===== src/rtl/quad_delta_frontend.sv =====
// Quadrature encoder front end: synchronize, debounce, decode and accumulate one paddle's steps per frame.
// Define QUAD_X4_EN to count every legal transition (x4); default counts one step per full cycle (x1).
module quad_delta_frontend #(
   parameter int SYNC_STAGES      = 2,
   parameter int DEBOUNCE_CYCLES  = 256,
   parameter int DELTA_W          = 8,
   parameter bit VSYNC_ACTIVE_LOW = 1'b1
) (
   input  logic               clk,
   input  logic               reset,
   input  logic               a,
   input  logic               b,
   input  logic               vsync,
   output logic [DELTA_W-1:0] delta,
   output logic               delta_valid,
   output logic               a_clean,
   output logic               b_clean,
   output logic               err
);

   localparam int CNT_W = $clog2(DEBOUNCE_CYCLES + 1);
   localparam logic [CNT_W-1:0] CNT_LAST = CNT_W'(DEBOUNCE_CYCLES - 1);

   logic [1:0]         w_raw;
   logic [1:0]         w_clean;
   logic [1:0]         r_prev;
   logic               r_vsync_q;
   logic               w_strobe;
   logic               w_illegal;
   logic [1:0]         w_step;
   logic [DELTA_W:0]   w_sum;
   logic [DELTA_W-1:0] w_sat;
   logic [DELTA_W-1:0] r_acc;
   logic [DELTA_W-1:0] r_delta;
   logic               r_delta_valid;
   logic               r_err;

   // Channel index 1 is A, index 0 is B, so {a,b} lines up with the decode tables.
   assign w_raw = {a, b};

   genvar gi;
   generate
      for (gi = 0; gi < 2; gi++) begin : g_ch
         logic [SYNC_STAGES-1:0] r_sync;
         logic                   r_clean;
         logic [CNT_W-1:0]       r_cnt;
         logic                   w_s;

         assign w_s = r_sync[SYNC_STAGES-1];

         always_ff @(posedge clk or posedge reset) begin
            if (reset) begin
               r_sync  <= '0;
               r_clean <= 1'b0;
               r_cnt   <= '0;
            end else begin
               r_sync <= {r_sync[SYNC_STAGES-2:0], w_raw[gi]};
               if (w_s == r_clean) begin
                  r_cnt <= '0;
               end else if (r_cnt == CNT_LAST) begin
                  r_clean <= w_s;
                  r_cnt   <= '0;
               end else begin
                  r_cnt <= r_cnt + 1'b1;
               end
            end
         end

         assign w_clean[gi] = r_clean;
      end
   endgenerate

   // Step is a 2-bit two's-complement value: 01 = +1, 11 = -1, 00 = none.
   always_comb begin
      w_step    = 2'b00;
      w_illegal = ((w_clean ^ r_prev) == 2'b11);
`ifdef QUAD_X4_EN
      case ({r_prev, w_clean})
         4'b0001, 4'b0111, 4'b1110, 4'b1000: w_step = 2'b01;
         4'b0010, 4'b1011, 4'b1101, 4'b0100: w_step = 2'b11;
         default:                            w_step = 2'b00;
      endcase
`else
      case ({r_prev, w_clean})
         4'b1000: w_step = 2'b01;
         4'b0100: w_step = 2'b11;
         default: w_step = 2'b00;
      endcase
`endif
   end

   // One extra bit exposes overflow; with |step| <= 1 the sign bit says which rail to clamp to.
   assign w_sum = {r_acc[DELTA_W-1], r_acc} + {{(DELTA_W-1){w_step[1]}}, w_step};
   assign w_sat = (w_sum[DELTA_W] ^ w_sum[DELTA_W-1])
                ? (w_sum[DELTA_W] ? {1'b1, {(DELTA_W-1){1'b0}}} : {1'b0, {(DELTA_W-1){1'b1}}})
                : w_sum[DELTA_W-1:0];

   assign w_strobe = VSYNC_ACTIVE_LOW ? (r_vsync_q & ~vsync) : (~r_vsync_q & vsync);

   always_ff @(posedge clk or posedge reset) begin
      if (reset) begin
         r_prev        <= 2'b00;
         r_vsync_q     <= 1'b0;
         r_err         <= 1'b0;
         r_delta_valid <= 1'b0;
         r_delta       <= '0;
         r_acc         <= '0;
      end else begin
         r_prev        <= w_clean;
         r_vsync_q     <= vsync;
         r_err         <= w_illegal;
         r_delta_valid <= w_strobe;
         // A step arriving on the strobe cycle closes into this frame's delta.
         if (w_strobe) begin
            r_delta <= w_sat;
            r_acc   <= '0;
         end else begin
            r_acc   <= w_sat;
         end
      end
   end

   assign delta       = r_delta;
   assign delta_valid = r_delta_valid;
   assign a_clean     = w_clean[1];
   assign b_clean     = w_clean[0];
   assign err         = r_err;

endmodule


===== config.mk =====
export PLATFORM = sky130hd
export DESIGN_NAME = quad_delta_frontend
export DESIGN_NICKNAME = d
export VERILOG_FILES = /design/src/rtl/quad_delta_frontend.sv
export SDC_FILE = /design/constraint.sdc
export NUM_CORES = 1
export LEC_CHECK = 0
export BUFFER_PORTS_ARGS = -buffer_cell sky130_fd_sc_hd__buf_2
export CAP_MARGIN = 25
export CORE_MARGIN = 5
export CORE_UTILIZATION = 37
export CTS_BUF_LIST = sky130_fd_sc_hd__clkbuf_8
export CTS_CLUSTER_SIZE = 10
export DETAILED_ROUTE_END_ITERATION = 10
export GPL_TIMING_DRIVEN = 0
export PLACE_DENSITY_LB_ADDON = 0.05
export SYNTH_ARGS = -nofsm -noshare
export SYNTH_HDL_FRONTEND = slang
export SYNTH_SLANG_ARGS = --single-unit
export TNS_END_PERCENT = 10

===== constraint.sdc =====
create_clock -name clk -period 3.7 [get_ports clk]
set_input_delay 0.37 -clock clk [delete_from_list [all_inputs] [get_ports clk]]
set_output_delay 0.37 -clock clk [all_outputs]
set_load 0.02 [all_outputs]

# Word level (Yosys, flattened, before mapping)
# Cells that the tools add are included.
# classes
n_addsub	3
n_eq_ne	7
n_mux	8
bitwise	6
reduce_logical	2
# ops
op	count
9-bit 2-to-1 mux	4
8-bit 2-to-1 mux	3
9-bit by 1-bit adder with 9-bit output, second input constant	2
9-bit by 8-bit equality test with 1-bit output, second input constant	2
8-bit by 2-bit adder with 9-bit output	1
4-bit by 3-bit equality test with 1-bit output, second input constant	1
4-bit equality test, second input constant	1
2-bit case mux with 2 select lines	1
2-bit AND reduction	2
1-bit NOT	3
1-bit equality test	2
2-bit equality test, second input constant	1
2-bit bitwise XOR	1
1-bit AND	1
1-bit bitwise XOR	1
# word_totals
register_bits	45
input_bits	5
output_inout_bits	12
wordCells	38

# Depth between registers and ports, before layout
# depth
depth_word	6
ltp_mapped	10

# Worst setup path after synthesis
# Ideal clock, no wire load.
# synth_timing
kind	register to register
start	register g_ch[1].r_clean, in the netlist a_clean
end	register r_delta[2], in the netlist delta[2]
setup_time_ps	126
arrival_time_ps	2801
required_ps	3574
path_slack_ps	774
path_stages_with_launch	10
n_path_buf	1
synth_period_minus_slack_ps	2926
cell_sequence	dfrtp_1 > or4b_2 > inv_1 > ha_1 > and3_1 > nor3b_2 > or3b_1 > buf_2 > a32oi_1 > nand2_1
# synth_between
elab_chain_len	5
elab_cells_between_ends	7
cone_classes	1 x add/sub; 2 x eq/ne; 3 x mux; 1 x bitwise
# synth_rtl
item	line	source
start, declared	45	logic r_clean;
start signal, assigned	61	r_clean <= w_s;
4-bit by 3-bit equality test with 1-bit output or 4-bit equality test (tied branches)	84	case ({r_prev, w_clean})
2-bit case mux with 2 select lines *	84	
8-bit by 2-bit adder with 9-bit output *	93	assign w_sum = {r_acc[DELTA_W-1], r_acc} + {{(DELTA_W-1){w_step[1]}}, w_step};
8-bit 2-to-1 mux or 1-bit bitwise XOR (tied branches)	95, 94	
8-bit 2-to-1 mux *	95	? (w_sum[DELTA_W] ? {1'b1, {(DELTA_W-1){1'b0}}} : {1'b0, {(DELTA_W-1){1'b1}}})
end signal, assigned	115	r_delta <= w_sat;
end, declared	34	logic [DELTA_W-1:0] r_delta;
# Mark *: on every way between the ends. The rest lies on a longest branch, timed or not.
# A chain may end at the register's enable or synchronous reset.

# Final worst setup path
# layout_timing
start	register g_ch[1].r_clean, in the netlist a_clean
end	register r_acc[5]
# layout_between
elab_chain_len	6
elab_cells_between_ends	8
cone_classes	1 x add/sub; 2 x eq/ne; 4 x mux; 1 x bitwise
# layout_rtl
item	line	source
4-bit by 3-bit equality test with 1-bit output or 4-bit equality test (tied branches)	84	
2-bit case mux with 2 select lines *	84	
8-bit by 2-bit adder with 9-bit output *	93	
8-bit 2-to-1 mux or 1-bit bitwise XOR (tied branches)	95, 94	
8-bit 2-to-1 mux *	95	
8-bit 2-to-1 mux *	114	if (w_strobe) begin
end signal, assigned	118	r_acc <= w_sat;
end, declared	33	logic [DELTA_W-1:0] r_acc;
# Marked as above.

==> flow_summary.yaml <==
cells_and_area:
  fin_cells: 317
  drive_above_1_share: 0.161
  fillCellCount: 602
  area_growth_pct: 12.2
  layout_common_cells: "45 x dfrtp_1, 23 x nor2_1, 18 x buf_2"
  insertedDiodeCount: 0
  final_common_cell: "dfrtp_1"
  nNetsFinal: 257
critical_path:
  crit_family: "simple AND/OR/NAND/NOR gates"
  crit_path_start_kind: "register"
  critical_path_class: "register to register"
  required_ps: 3880
  critPathBufInv: 2
  cp_max_fo: 10
  cp-end-kind: "register"
  cp_slowest_cell: "or4b_2"
  critical_path_arrival_ps: 3380
  max_stage_delay_ps: 730
  path_cells: "or4b_2 -> inv_1 -> ha_1 -> buf_2 -> or4b_1 -> nand4_1 -> a31oi_1 -> nor3_1"
grt:
  grt_pass1_vias: 1556
  grt_pass1_wl_mm: 7.59
  grt_start_max_net_pins: 35
  grt_use_total: 0.125
  antenna_found_initial: 0
  grt_overflow: 0
yosys:
  seq_area_frac_synth: 0.496
  yosys_warnings: 0
  synth_edf_count: 0
  syn_area_per_cell_sq_um: 10.5
  synthCells: 217
  synth.cell_area_sq_um: 2270
  postSynthNetCount: 233
  async_reset_ff_frac: 1.00
  ys_types: 48
  ys_seq_elements: 45
  yosys_most_used_dff: "dfrtp_1"
pwr:
  p_comb_frac: 0.072
  seq_power_share: 0.590
  power.switching_mw: 0.213
  finalPower_mw: 0.868
  internal-power_mw: 0.655
  peakVddDrop_mv: 0.148
  power_density_nw_per_um2: 341
  p_leak_nw: 1.23
  clockPowerShare: 0.338
  sw_frac_of_total: 0.245
die:
  coreArea_sq_um: 5960
  io_pins: 17
  die_x_microns: 88.3
  die_h_microns: 88.3
  rows: 28
  start_util: 0.381
  dieArea_sq_um: 7800
timing:
  hold_viol: 2
  grt_setup_unrepaired: "no"
  tns_ps: 0
  slew_headroom: 0.704
  worst_slew_pin_slew_ps: 442
  fmax_mhz: 312
  setup_viol: 0
  finalCritPeriodShare: 0.867
  fin_ws_ps: 493
  fin_crit_ps: 3210
  finalMaxSlewViolations: 0
  timing.hold.ws_ps: -2.34
  fin_worst_skew_ps: 6.08
placed_design:
  dp_cells: 309
  place.gp.congestion: 0.733
  place_ws_ps: 507
  dp_hpwl_mm: 3.16
  place.port_buffers: 16
detailed_routing:
  avgViaCountPerCell: 4.96
  ant_nets: 0
  drt_first_iter_violations: 68
  routedWlPerCell_microns: 13.6
  drcViolationCount: 0
  dr.pass1.iters: 4
  wl_mm: 4.30
  vias: 1573
clock_tree:
  path_clk_slew_ps: 80
  cts-root-buf: "clkbuf_8"
  postCtsSetupBuffers: 0
  cts.path.max_buffers: 2
  cts_sinks: 45
  cts-htree-levels: 2
  cts_resized: 0
  clock_latency_ps: 300
  cts-buffers-inserted: 5
  cts_hold_buffers: 0
  cts_tree: "done"
job:
  cap_violations: 0
hold_path:
  min_path_type: "input port to asynchronous set/reset pin"
run_status:
  violations: "hold timing"
  outcome: "finished with violations"
==> worst paths after layout <==
kind | cells past startpoint | start | end | slack [ps]
min reg2reg | 0 | g_ch[1].r_sync[0] | g_ch[1].r_sync[1] | 350
min | 2 | reset | g_ch[1].r_cnt[8] | -2
max reg2reg | 8 | a_clean | r_acc[5] | 490
min in group clk | 1 | a | g_ch[1].r_sync[0] | 170
max | 8 | a_clean | r_acc[5] | 490
max in group asynchronous | 3 | reset | delta_valid | 3230
==> stage by stage <==
step,area [sq um],util
after floorplan,2270,-
after global placement,2440,0.410
after detailed placement,2460,0.413
after CTS,2550,0.428
after global routing,2550,0.428
final,2550,0.428
==> cells in the mapped netlist, types with 2 or more instances <==
master,instances,area (sq um)
dfrtp_1,45,1130
nor2_1,23,86.3
nand2_1,14,52.6
a21oi_1,13,65.1
nand3_1,13,65.1
xnor2_1,11,96.3
ha_1,10,125
inv_1,8,30.0
nand4_1,7,43.8
xor2_1,7,61.3
and3b_1,4,35.0
clkbuf_1,4,15.0
nand2b_1,4,25.0
nor3_1,4,20.0
and4_1,3,26.3
nor2b_1,3,18.8
o211ai_1,3,22.5
a31oi_1,2,12.5
and3_1,2,12.5
buf_2,2,10.0
mux2_2,2,22.5
nor3b_1,2,15.0
o21ai_0,2,10.0
o21ai_1,2,10.0
o221ai_1,2,17.5
or2_2,2,12.5
or3_1,2,12.5
==> flip-flops by register name, indices dropped and copies added (netlist names) <==
register / count
g_ch.r_cnt: 18
g_ch.r_sync: 4
delta_valid: 1
err: 1
r_acc: 8
a_clean: 1
delta: 8
r_prev: 2
r_vsync_q: 1
b_clean: 1
==> cells by family after synthesis <==
family,Yosys count,share of synthesized area
adder cells (fa/ha/maj),11,0.0640
multiplexers,2,0.00993
AND/OR/NAND/NOR,92,0.222
flip-flops,45,0.496
buffers and inverters,14,0.0243
AO/OA/AOI/OAI,35,0.114
XOR/XNOR,18,0.0695
==> power by group through the flow <==
stage	combinational [mW]	sequential [mW]	clock (mW)
2_1_floorplan	0.0413	0.525	0
5_1_grt	0.0743	0.514	0.329
6_report	0.0627	0.512	0.294
4_1_cts	0.0651	0.512	0.313
3_5_place_dp	0.0647	0.522	0
3_3_place_gp	0.0620	0.522	0
==> metal layers <==
layer,global-route usage,vias to the layer above,wire (microns)
met4,0.0371,0,51
met3,0.0251,5,92
met5,0,-,0
met2,0.192,11,1950
met1,0.177,740,2210
li1,-,817,-
==> cell type report <==
| cell class | instances | area [sq um] | share of cell area |
|---|---|---|---|
| repair buffers | 17 | 100 | 0.0393 |
| well taps | 75 | 93.8 | 0.0369 |
| multi-input cells | 158 | 1090 | 0.427 |
| clock inverters | 3 | 15.0 | 0.00590 |
| clock buffers | 5 | 68.8 | 0.0270 |
| plain buffers | 6 | 25.0 | 0.00983 |
| inverters | 8 | 30.0 | 0.0118 |
| flip-flops and latches | 45 | 1130 | 0.442 |
No activity file was read; power rests on OpenSTA's default activity.
